[src/rtl/rol_pipe_pkg.sv]
// Shared constants and stage record for the pipelined rotate-left unit.
package rol_pipe_pkg;

    localparam int unsigned WIDTH = 16;
    localparam int unsigned SHW   = $clog2(WIDTH);
    localparam int unsigned TAG_W = 4;

    // Contents of one pipeline stage: valid bit, partially rotated data,
    // the full shift amount (each stage consumes one bit) and the sideband tag.
    typedef struct packed {
        logic             valid;
        logic [WIDTH-1:0] data;
        logic [SHW-1:0]   shamt;
        logic [TAG_W-1:0] tag;
    } rol_stage_t;

endpackage

[src/rtl/rol_pipe_if.sv]
// Operand/result handshake bundle for the rotate-left unit.
interface rol_pipe_if;
    import rol_pipe_pkg::*;

    logic             in_valid;
    logic             in_ready;
    logic [WIDTH-1:0] in_data;
    logic [SHW-1:0]   in_shift;
    logic [TAG_W-1:0] in_tag;
    logic             out_valid;
    logic             out_ready;
    logic [WIDTH-1:0] out_data;
    logic [TAG_W-1:0] out_tag;

    // Producer/consumer side (drives operands, accepts results).
    modport master (
        output in_valid, in_data, in_shift, in_tag, out_ready,
        input  in_ready, out_valid, out_data, out_tag
    );

    // Rotate unit side.
    modport slave (
        input  in_valid, in_data, in_shift, in_tag, out_ready,
        output in_ready, out_valid, out_data, out_tag
    );

endinterface

[src/rtl/rol_stage.sv]
// One registered conditional-rotate stage: rotates left by Dist when shift bit
// ShBit is set, otherwise passes data through. Holds while adv_i is low.
module rol_stage
    import rol_pipe_pkg::*;
#(
    parameter int unsigned Dist  = 1,
    parameter int unsigned ShBit = 0
) (
    input  logic       clk,
    input  logic       rst,
    input  logic       adv_i,
    input  rol_stage_t stage_i,
    output rol_stage_t stage_o
);

    rol_stage_t stage_d, stage_q;

    // Conditional rotate of the incoming record; everything else passes through.
    always_comb begin
        stage_d = stage_i;
        if (stage_i.shamt[ShBit]) begin
            stage_d.data = {stage_i.data[WIDTH-1-Dist:0], stage_i.data[WIDTH-1:WIDTH-Dist]};
        end
    end

    // Stage register; bubbles advance exactly like valid entries.
    always_ff @(posedge clk or posedge rst) begin
        if (rst) begin
            stage_q <= '0;
        end else if (adv_i) begin
            stage_q <= stage_d;
        end
    end

    assign stage_o = stage_q;

endmodule

[src/rtl/rol_pipe.sv]
// Pipelined rotate-left unit: one register stage per shift-amount bit, largest
// rotation first, followed by an output register. Whole pipe stalls together.
module rol_pipe
    import rol_pipe_pkg::*;
(
    input logic       clk,
    input logic       rst,
    rol_pipe_if.slave bus
);

    rol_stage_t [SHW:0] st;
    logic               advance;

    logic               out_valid_q;
    logic [WIDTH-1:0]   out_data_q;
    logic [TAG_W-1:0]   out_tag_q;

    // Only the output register can block; everything moves when it is empty or drained.
    assign advance      = !out_valid_q || bus.out_ready;
    assign bus.in_ready = advance;

    // Stage 0 input is the operand itself; valid only on an actual transfer.
    assign st[0] = '{
        valid: bus.in_valid && advance,
        data:  bus.in_data,
        shamt: bus.in_shift,
        tag:   bus.in_tag
    };

    for (genvar s = 0; s < SHW; s++) begin : g_stage
        rol_stage #(
            .Dist  (1 << (SHW - 1 - s)),
            .ShBit (SHW - 1 - s)
        ) u_stage (
            .clk     (clk),
            .rst     (rst),
            .adv_i   (advance),
            .stage_i (st[s]),
            .stage_o (st[s+1])
        );
    end

    // Shift amount is fully consumed by the last stage.
    logic unused_shamt;
    assign unused_shamt = ^st[SHW].shamt;

    // Output register; holds its result while the consumer stalls.
    always_ff @(posedge clk or posedge rst) begin
        if (rst) begin
            out_valid_q <= 1'b0;
            out_data_q  <= '0;
            out_tag_q   <= '0;
        end else if (advance) begin
            out_valid_q <= st[SHW].valid;
            out_data_q  <= st[SHW].data;
            out_tag_q   <= st[SHW].tag;
        end
    end

    assign bus.out_valid = out_valid_q;
    assign bus.out_data  = out_data_q;
    assign bus.out_tag   = out_tag_q;

endmodule

[src/flat_wrapper.sv]
// flat-port wrapper written by rule: the top's interface ports become plain ports
module rol_pipe_flat import rol_pipe_pkg::*;
  (clk, rst, bus_in_valid, bus_in_data, bus_in_shift, bus_in_tag, bus_out_ready, bus_in_ready, bus_out_valid, bus_out_data, bus_out_tag);
  rol_pipe_if bus_i ();
  input logic clk;
  input logic rst;
  input wire logic [$bits(bus_i.in_valid)-1:0] bus_in_valid;
  input wire logic [$bits(bus_i.in_data)-1:0] bus_in_data;
  input wire logic [$bits(bus_i.in_shift)-1:0] bus_in_shift;
  input wire logic [$bits(bus_i.in_tag)-1:0] bus_in_tag;
  input wire logic [$bits(bus_i.out_ready)-1:0] bus_out_ready;
  output wire logic [$bits(bus_i.in_ready)-1:0] bus_in_ready;
  output wire logic [$bits(bus_i.out_valid)-1:0] bus_out_valid;
  output wire logic [$bits(bus_i.out_data)-1:0] bus_out_data;
  output wire logic [$bits(bus_i.out_tag)-1:0] bus_out_tag;
  assign bus_i.in_valid = bus_in_valid;
  assign bus_i.in_data = bus_in_data;
  assign bus_i.in_shift = bus_in_shift;
  assign bus_i.in_tag = bus_in_tag;
  assign bus_i.out_ready = bus_out_ready;
  assign bus_in_ready = bus_i.in_ready;
  assign bus_out_valid = bus_i.out_valid;
  assign bus_out_data = bus_i.out_data;
  assign bus_out_tag = bus_i.out_tag;
  rol_pipe u_core (.clk(clk), .rst(rst), .bus(bus_i));
endmodule
[config.mk]
export PLATFORM = sky130hd
export DESIGN_NAME = rol_pipe_flat
export DESIGN_NICKNAME = d
export VERILOG_FILES = /design/src/rtl/rol_pipe_pkg.sv /design/src/rtl/rol_pipe_if.sv /design/src/rtl/rol_stage.sv /design/src/rtl/rol_pipe.sv /design/src/flat_wrapper.sv
export SDC_FILE = /design/constraint.sdc
export NUM_CORES = 1
export LEC_CHECK = 0
export CAP_MARGIN = 20
export CORE_MARGIN = 3
export CORE_UTILIZATION = 61
export CTS_CLUSTER_DIAMETER = 80
export DETAILED_ROUTE_END_ITERATION = 12
export GPL_ROUTABILITY_DRIVEN = 0
export PLACE_DENSITY = 0.84
export RECOVER_POWER = 100
export SYNTH_ARGS = -nofsm -noshare
export SYNTH_HDL_FRONTEND = slang
export SYNTH_SLANG_ARGS = --single-unit
[constraint.sdc]
create_clock -name clk -period 8.51 [get_ports clk]
set_clock_uncertainty 0.15 [all_clocks]
set_input_delay 2.553 -clock clk [delete_from_list [all_inputs] [get_ports clk]]
set_output_delay 2.553 -clock clk [all_outputs]
set_load 0.1 [all_outputs]
======== After elaboration in Yosys (flattened, before gate mapping) ========
Index checks and enable logic that the tools add are counted.
W data, S select, Z words.
word-level totals
  register bits ........................... 111
  bits of input ports ..................... 28
operators by class
  mux-type cells .......................... 4
  reduce and logical (&&, ||, !) cells .... 3
operators by type and width
  kind                 count
  $mux W16             4
  $logic_and A1 B1 Y1  1
  $logic_not A1 Y1     1
  $logic_or A1 B1 Y1   1

======== Longest topological paths before layout ========
Gate-level depths: netlist (run 1).
  depth in word-level cells ............... 3
  mapped depth ............................ 4
  gate-level depth less buffers ........... 2

======== Hierarchy ========
Synthesis (run 1) repeated with hierarchy kept, for this count alone.
unflattened totals
  cells, all modules ...................... 408
  area total of the unflattened synthesis .. 5410.2 um^2
by module, submodules not included
  module     instances  cells an instance  area each (um^2)  seq. area each (um^2)
  rol_stage  4          90                 1128.6            625.6
  rol_pipe   1          48                 895.9             525.5

======== Least setup slack after synthesis (run 1) ========
OpenSTA, ideal clock, no wires.
  path type ............................... input-to-output
  start point ............................. input bus_out_ready
  end point ............................... output bus_in_ready
  data arrival time ....................... 3319 ps
  setup slack ............................. 2488 ps
  cell stages on the path ................. 3
  path through ............................ nand2b_4 > buf_6 > buf_2
on the way
  cells in the longest elaborated chain, start to end .. 1
RTL lines
  what                line                source
  start, declared     flat_wrapper.sv:11  input wire logic [$bits(bus_i.out_ready)-1:0] bus_out_ready;
  $logic_or A1 B1 Y1  rol_pipe.sv:19      assign advance = !out_valid_q || bus.out_ready;
  end, declared       flat_wrapper.sv:12  output wire logic [$bits(bus_i.in_ready)-1:0] bus_in_ready;
No other way between the ends.

======== Final worst setup path (run 1) ========
Ends and elaborated chain as after synthesis.

==> results of run 1 <==
cells in the mapped netlist:
cell type  count
mux2_1         2
nand2b_4       1
nand2b_1       1
buf_6          8
dfrtp_1      111
inv_1          1
mux2_2       109
buf_4          3
buf_2          8
mux2_4        63
buf_12         1
cell families (layout without fill, tap and decap cells):
family	Yosys count	count (layout)	synth area share, %
buffers and inverters	21	69	3.41
muxes	174	174	42.5
and+or+nand+nor	2	2	0.387
DFF	111	111	53.7
flip-flops by register name, indices dropped and copies added (netlist names):
signal and flops:
u_core.bus.out_valid 1, u_core.bus.out_tag 4, u_core.bus.out_data 16, u_core.g_stage.u_stage.stage_o 90
through the flow:
step	setup slack (ns)	utilization, %	area, µm²	hold WS [ns]	cells
after floorplan	2.49	-	5170	0.280	308
after global placement	1.78	70.7	5630	0.319	441
after detailed placement	1.77	70.7	5630	0.321	441
after CTS	1.76	72.9	5810	0.355	457
after global routing	1.16	71.8	5720	0.378	458
final	1.23	71.8	5720	0.343	458
metal layers:
metal | part of all wire [%] | up-vias | track usage (%)
met5 | 0 | - | 0
met4 | 1.6 | 0 | 5.43
met3 | 3.5 | 10 | 4.43
met2 | 47 | 46 | 26.2
met1 | 48 | 1261 | 22.8
li1 | - | 1185 | -
worst max-delay path: stages:
cell and delay [ns]:
dlygate4sd3_1 0.52, nand2b_4 0.58, clkbuf_1 0.92
final cells by class:
type | instances | area (µm²) | share of cell area [%]
repair buffers | 52 | 519 | 9.08
multi-input cells | 176 | 2110 | 37.0
clock buffers | 12 | 145 | 2.54
inverters | 1 | 5.00 | 0.0875
flip-flops and latches | 111 | 2780 | 48.6
clock inverters | 4 | 31.3 | 0.547
well taps | 102 | 128 | 2.23
path summary, 6_finish.rpt:
kind	start	endpoint	slack, ns
max	bus_out_ready	bus_in_ready	1.23
min	u_core.g_stage[3].u_stage.stage_o[11]	u_core.g_stage[3].u_stage.stage_o[11]	0.34
max reg2reg	u_core.bus.out_valid	u_core.bus.out_data[1]	4.56
min reg2reg	u_core.g_stage[3].u_stage.stage_o[11]	u_core.g_stage[3].u_stage.stage_o[11]	0.34
max in group asynchronous	rst	u_core.g_stage[1].u_stage.stage_o[9]	3.29
min in group asynchronous	rst	u_core.g_stage[2].u_stage.stage_o[1]	2.71
==> flow_metrics.py, run 1 <==
metrics = {
    "clock_tree": {
        "clockBufferDepth": 2,
        "ctsHoldBuffers": 0,
        "cts.sinks": 111,
        "numCtsBuffers": 9,
        "root_buffer": "clkbuf_8",
        "tritoncts": "yes",
        "post_cts_resized": 0,
        "post_cts_buffers": 0,
        "cts_htree_levels": 3,
        "cts.clk_slew.worst_paths_ns": 0.10,
        "insertion_delay_ns": 0.37,
    },
    "sta": {
        "setup_viol": 0,
        "drv_slew": 92,
        "post-route-min-period_ns": 7.28,
        "clock.fmax_mhz": 137,
        "rsz0062_at_grt": "no",
        "min_period_over_period_pct": 85.5,
        "finalSetupTns_ns": 0,
        "worst_pin_slew_ns": 2.98,
        "final_hold_viol_count": 0,
        "slew_headroom_pct": -98.8,
    },
    "floorplan": {
        "pin_count": 50,
        "row_count": 32,
        "core_mm2": 0.00797,
        "start_util_pct": 64.9,
        "die_w_um": 98.1,
        "die_h_um": 98.1,
        "die_area_mm2": 0.00962,
    },
    "synthesis": {
        "synth_area_leaders": "dfrtp_1 (54%), mux2_2 (24%), mux2_4 (18%)",
        "yosysSeqAreaShare_pct": 53.7,
        "synth_seq_cells": 111,
        "synth_top_area_share_pct": 53.7,
        "yosysWarnings": 0,
        "avgSynthCellArea_um2": 16.8,
        "synth_area_mm2": 0.00517,
        "syn-num-nets": 336,
        "syn_inst": 308,
        "ys_types": 11,
        "yosys.area.top_type": "dfrtp_1",
    },
    "finish": {
        "layout.nets": 379,
        "layout_common_cells": "dfrtp_1 (111), mux2_2 (109), mux2_4 (36), mux2_1 (29), clkdlybuf4s50_1 (25)",
        "drive_above_1_share_pct": 45.5,
        "syn2layout_area_growth_pct": 10.6,
        "layout_commonest_cell": "dfrtp_1",
        "fillCellCount": 569,
        "diodes": 0,
    },
    "critical_path": {
        "cp.arrival_ns": 4.57,
        "worstPathRequired_ns": 5.81,
        "start_kind": "input port",
        "path_max_fanout": 56,
        "worstSetupEndpointType": "output port",
        "crit_type": "input port to output port",
        "reg2reg_depth": 3,
    },
    "global_routing": {
        "grt_max_degree": 87,
        "first_global_vias": 2629,
        "grt_usage_pct": 16.7,
        "antenna_found_initial": 0,
        "grt_pass1_wl_mm": 12.9,
        "overflow": 0,
    },
    "route": {
        "postRouteAntennaNets": 0,
        "viasPerCell": 5.46,
        "wl_mm": 7.57,
        "drtIter0Drc": 59,
        "vias": 2502,
        "wl_per_cell_um": 16.5,
        "drt_pass1_iterations": 4,
        "drc": 0,
    },
    "hold_path": {
        "holdPathStages": 1,
        "holdCritPathClass": "register to register",
    },
    "place": {
        "hpwl_mm": 5.14,
        "port_buffers": 49,
    },
    "run_status": {
        "violations": "max-capacitance violations, max-slew violations",
        "status": "complete, but fails checks",
    },
    "job": {
        "max-cap-violations": 2,
    },
}
Power of run 1 is not shown: default switching activity piles up to over one toggle a cycle in this logic, so the estimate is an artifact.
==> run 2: changes to the inputs <==
--- a/config.mk
+++ b/config.mk
@@ -5,13 +5,14 @@
 export SDC_FILE = /design/constraint.sdc
 export NUM_CORES = 1
 export LEC_CHECK = 0
+export ABC_AREA = 1
 export CAP_MARGIN = 20
 export CORE_MARGIN = 3
 export CORE_UTILIZATION = 61
-export CTS_CLUSTER_DIAMETER = 80
+export CTS_CLUSTER_DIAMETER = 30
 export DETAILED_ROUTE_END_ITERATION = 12
 export GPL_ROUTABILITY_DRIVEN = 0
-export PLACE_DENSITY = 0.84
+export PLACE_DENSITY = 0.85
 export RECOVER_POWER = 100
 export SYNTH_ARGS = -nofsm -noshare
 export SYNTH_HDL_FRONTEND = slang
==> flow_metrics.py, run 2 <==
metrics = {
    "run_status": {
        "status": "complete, but fails checks",
        "violations": "max-capacitance violations, max-slew violations",
    },
    "floorplan": {
        "die_area_mm2": 0.00936,
        "core_mm2": 0.00785,
        "pin_count": 50,
        "row_count": 32,
        "die_h_um": 96.7,
        "die_w_um": 96.7,
        "start_util_pct": 64.0,
    },
    "power_and_ir_drop": {
        "power_frac_comb_pct": 47.3,
        "leakagePower_nw": 3.15,
        "p_sw_mw": 1.09,
        "clockPowerShare_pct": 12.2,
        "p_sw_share_pct": 48.3,
        "intPower_mw": 1.17,
        "power.density_mw_per_mm2": 398,
        "irDropWorstVdd_uv": 142,
        "seq_power_share_pct": 40.5,
    },
    "place": {
        "hpwl_mm": 5.91,
        "pre_cts_ws_ns": 2.28,
        "port_buffers": 49,
        "placed_area_mm2": 0.00550,
        "dp_cells": 789,
    },
    "job": {
        "max-cap-violations": 2,
    },
    "synthesis": {
        "synth_seq_cells": 111,
        "synth_ff_type": "dfrtp_1",
        "syn-num-nets": 698,
        "yosysMostFrequentCell": "nand2_1",
        "synth_edf_count": 0,
        "async_flop_share_pct": 100,
        "ys_top_cells_by_count": "nand2_1 (367), dfrtp_1 (111), inv_1 (73), nand3_1 (64), buf_2 (19)",
        "avgSynthCellArea_um2": 7.49,
        "yosys.area.top_type": "dfrtp_1",
        "ys_types": 13,
        "synth_top_area_share_pct": 55.3,
        "yosysWarnings": 0,
        "synth_area_mm2": 0.00502,
        "yosysSeqAreaShare_pct": 55.3,
        "synth_area_leaders": "dfrtp_1 (55%), nand2_1 (27%), nand3_1 (6.4%)",
        "syn_inst": 670,
    },
    "critical_path": {
        "cp_slowest_cell": "clkbuf_1",
        "crit_type": "input port to output port",
        "worstSetupEndpointType": "output port",
        "crit_buf_inv": 3,
        "worstPathRequired_ns": 5.81,
        "cp_cell_sequence": "dlygate4sd3_1, inv_1, nand2_4, clkbuf_1",
        "path_max_fanout": 2,
        "start_kind": "input port",
        "critPathMaxStageDelay_ns": 0.86,
        "critical_path.top_delay_family": "buffers and inverters",
        "cp.arrival_ns": 4.17,
        "rrSetupSlack_ns": 4.26,
    },
    "clock_tree": {
        "post_cts_buffers": 0,
        "cts.clk_slew.worst_paths_ns": 0.09,
        "cts_htree_levels": 3,
        "clockBufferDepth": 2,
        "post_cts_resized": 0,
        "root_buffer": "clkbuf_8",
        "ctsHoldBuffers": 0,
        "cts.sinks": 111,
        "numCtsBuffers": 9,
        "insertion_delay_ns": 0.37,
        "tritoncts": "yes",
    },
    "global_routing": {
        "overflow": 0,
        "antenna_found_initial": 0,
        "grt_usage_pct": 20.3,
        "grt_max_degree": 116,
        "grt_pass1_wl_mm": 16.0,
        "first_global_vias": 3806,
    },
    "finish": {
        "fillCellCount": 636,
        "layout.nets": 726,
        "layout_common_cells": "nand2_1 (367), dfrtp_1 (111), inv_1 (72), nand3_1 (64), clkdlybuf4s50_1 (25)",
        "final_cells": 804,
        "syn2layout_area_growth_pct": 12.7,
        "drive_above_1_share_pct": 2.99,
        "finalInstanceArea_mm2": 0.00566,
        "diodes": 0,
        "largest_reg_flops": 90,
        "layout_commonest_cell": "nand2_1",
    },
    "route": {
        "viasPerCell": 4.89,
        "drt_pass1_iterations": 4,
        "drtIter0Drc": 220,
        "wl_mm": 8.65,
        "vias": 3933,
        "postRouteAntennaNets": 0,
        "wl_per_cell_um": 10.8,
        "drc": 0,
    },
    "sta": {
        "post-route-min-period_ns": 6.88,
        "final_hold_viol_count": 0,
        "fin_ws_ns": 1.63,
        "clock.fmax_mhz": 145,
        "finalSetupTns_ns": 0,
        "setup_viol": 0,
        "drv_slew": 166,
        "worst_pin_slew_ns": 4.10,
        "min_period_over_period_pct": 80.8,
        "rsz0062_at_grt": "no",
        "slew_headroom_pct": -173,
    },
    "hold_path": {
        "holdCritPathClass": "register to register",
    },
}
## run 2: metrics by stage
step | total power, mW | util (%) | hold WS (ns)
after detailed placement | 2.00 | 70.1 | 0.290
after global routing | 2.45 | 72.1 | 0.347
after global placement | 1.97 | 70.1 | 0.280
after CTS | 2.28 | 72.2 | 0.311
after floorplan | 1.78 | - | 0.270
final | 2.25 | 72.1 | 0.311
## run 2: kinds of logic after synthesis
kind of cell,Yosys count,share of synthesized area [%]
flip-flops,111,55.3
AO/OA/AOI/OAI,14,1.40
buffers and inverters,112,9.22
AND/OR/NAND/NOR,433,34.1
## run 2: tightest hold or removal path: stages, from the launching register on
cell,delay [ns]
dfrtp_1,0.33
inv_1,0.05
nand2_1,0.06
## run 2: power by group through the flow
| stage | combinational, mW | clock [mW] | sequential, mW |
|---|---|---|---|
| floorplan | 0.540 | 0 | 1.24 |
| global placement | 1.05 | 0 | 0.916 |
| detailed placement | 1.08 | 0 | 0.926 |
| CTS | 1.08 | 0.284 | 0.915 |
| global route | 1.19 | 0.307 | 0.949 |
| finish | 1.07 | 0.276 | 0.912 |
## run 2: path summary, 6_finish.rpt
| kind | from | cells past startpoint | endpoint |
|---|---|---|---|
| setup / recovery | bus_out_ready | 4 | bus_in_ready |
| hold / removal | u_core.g_stage[3].u_stage.stage_o[24] | 2 | u_core.bus.out_valid |
| setup reg to reg | u_core.bus.out_valid | 4 | u_core.g_stage[1].u_stage.stage_o[4] |
| hold reg to reg | u_core.g_stage[3].u_stage.stage_o[24] | 2 | u_core.bus.out_valid |
| max in group asynchronous | rst | 3 | u_core.g_stage[1].u_stage.stage_o[12] |
| min in group asynchronous | rst | 2 | u_core.bus.out_tag[3] |
## run 2: cell type report
class                      count  area, µm²  area share (%)
clock buffer                   9        124            2.19
clock inverter                 6       46.3           0.818
inverter                      77        290            5.13
multi-input combinational    447       1790            31.6
sequential                   111       2780            49.1
tap                          102        128            2.26
timing repair buffer          52        503            8.89
## run 2: per-layer routing
metal / track usage (%) / vias to the layer above / share of wire (%)
li1: - / 2064 / -
met1: 25.3 / 1793 / 45
met5: 0 / - / 0
met4: 7.45 / 0 / 2.0
met3: 4.11 / 12 / 3.7
met2: 35.1 / 64 / 49
(Power assumes the default switching activity.)
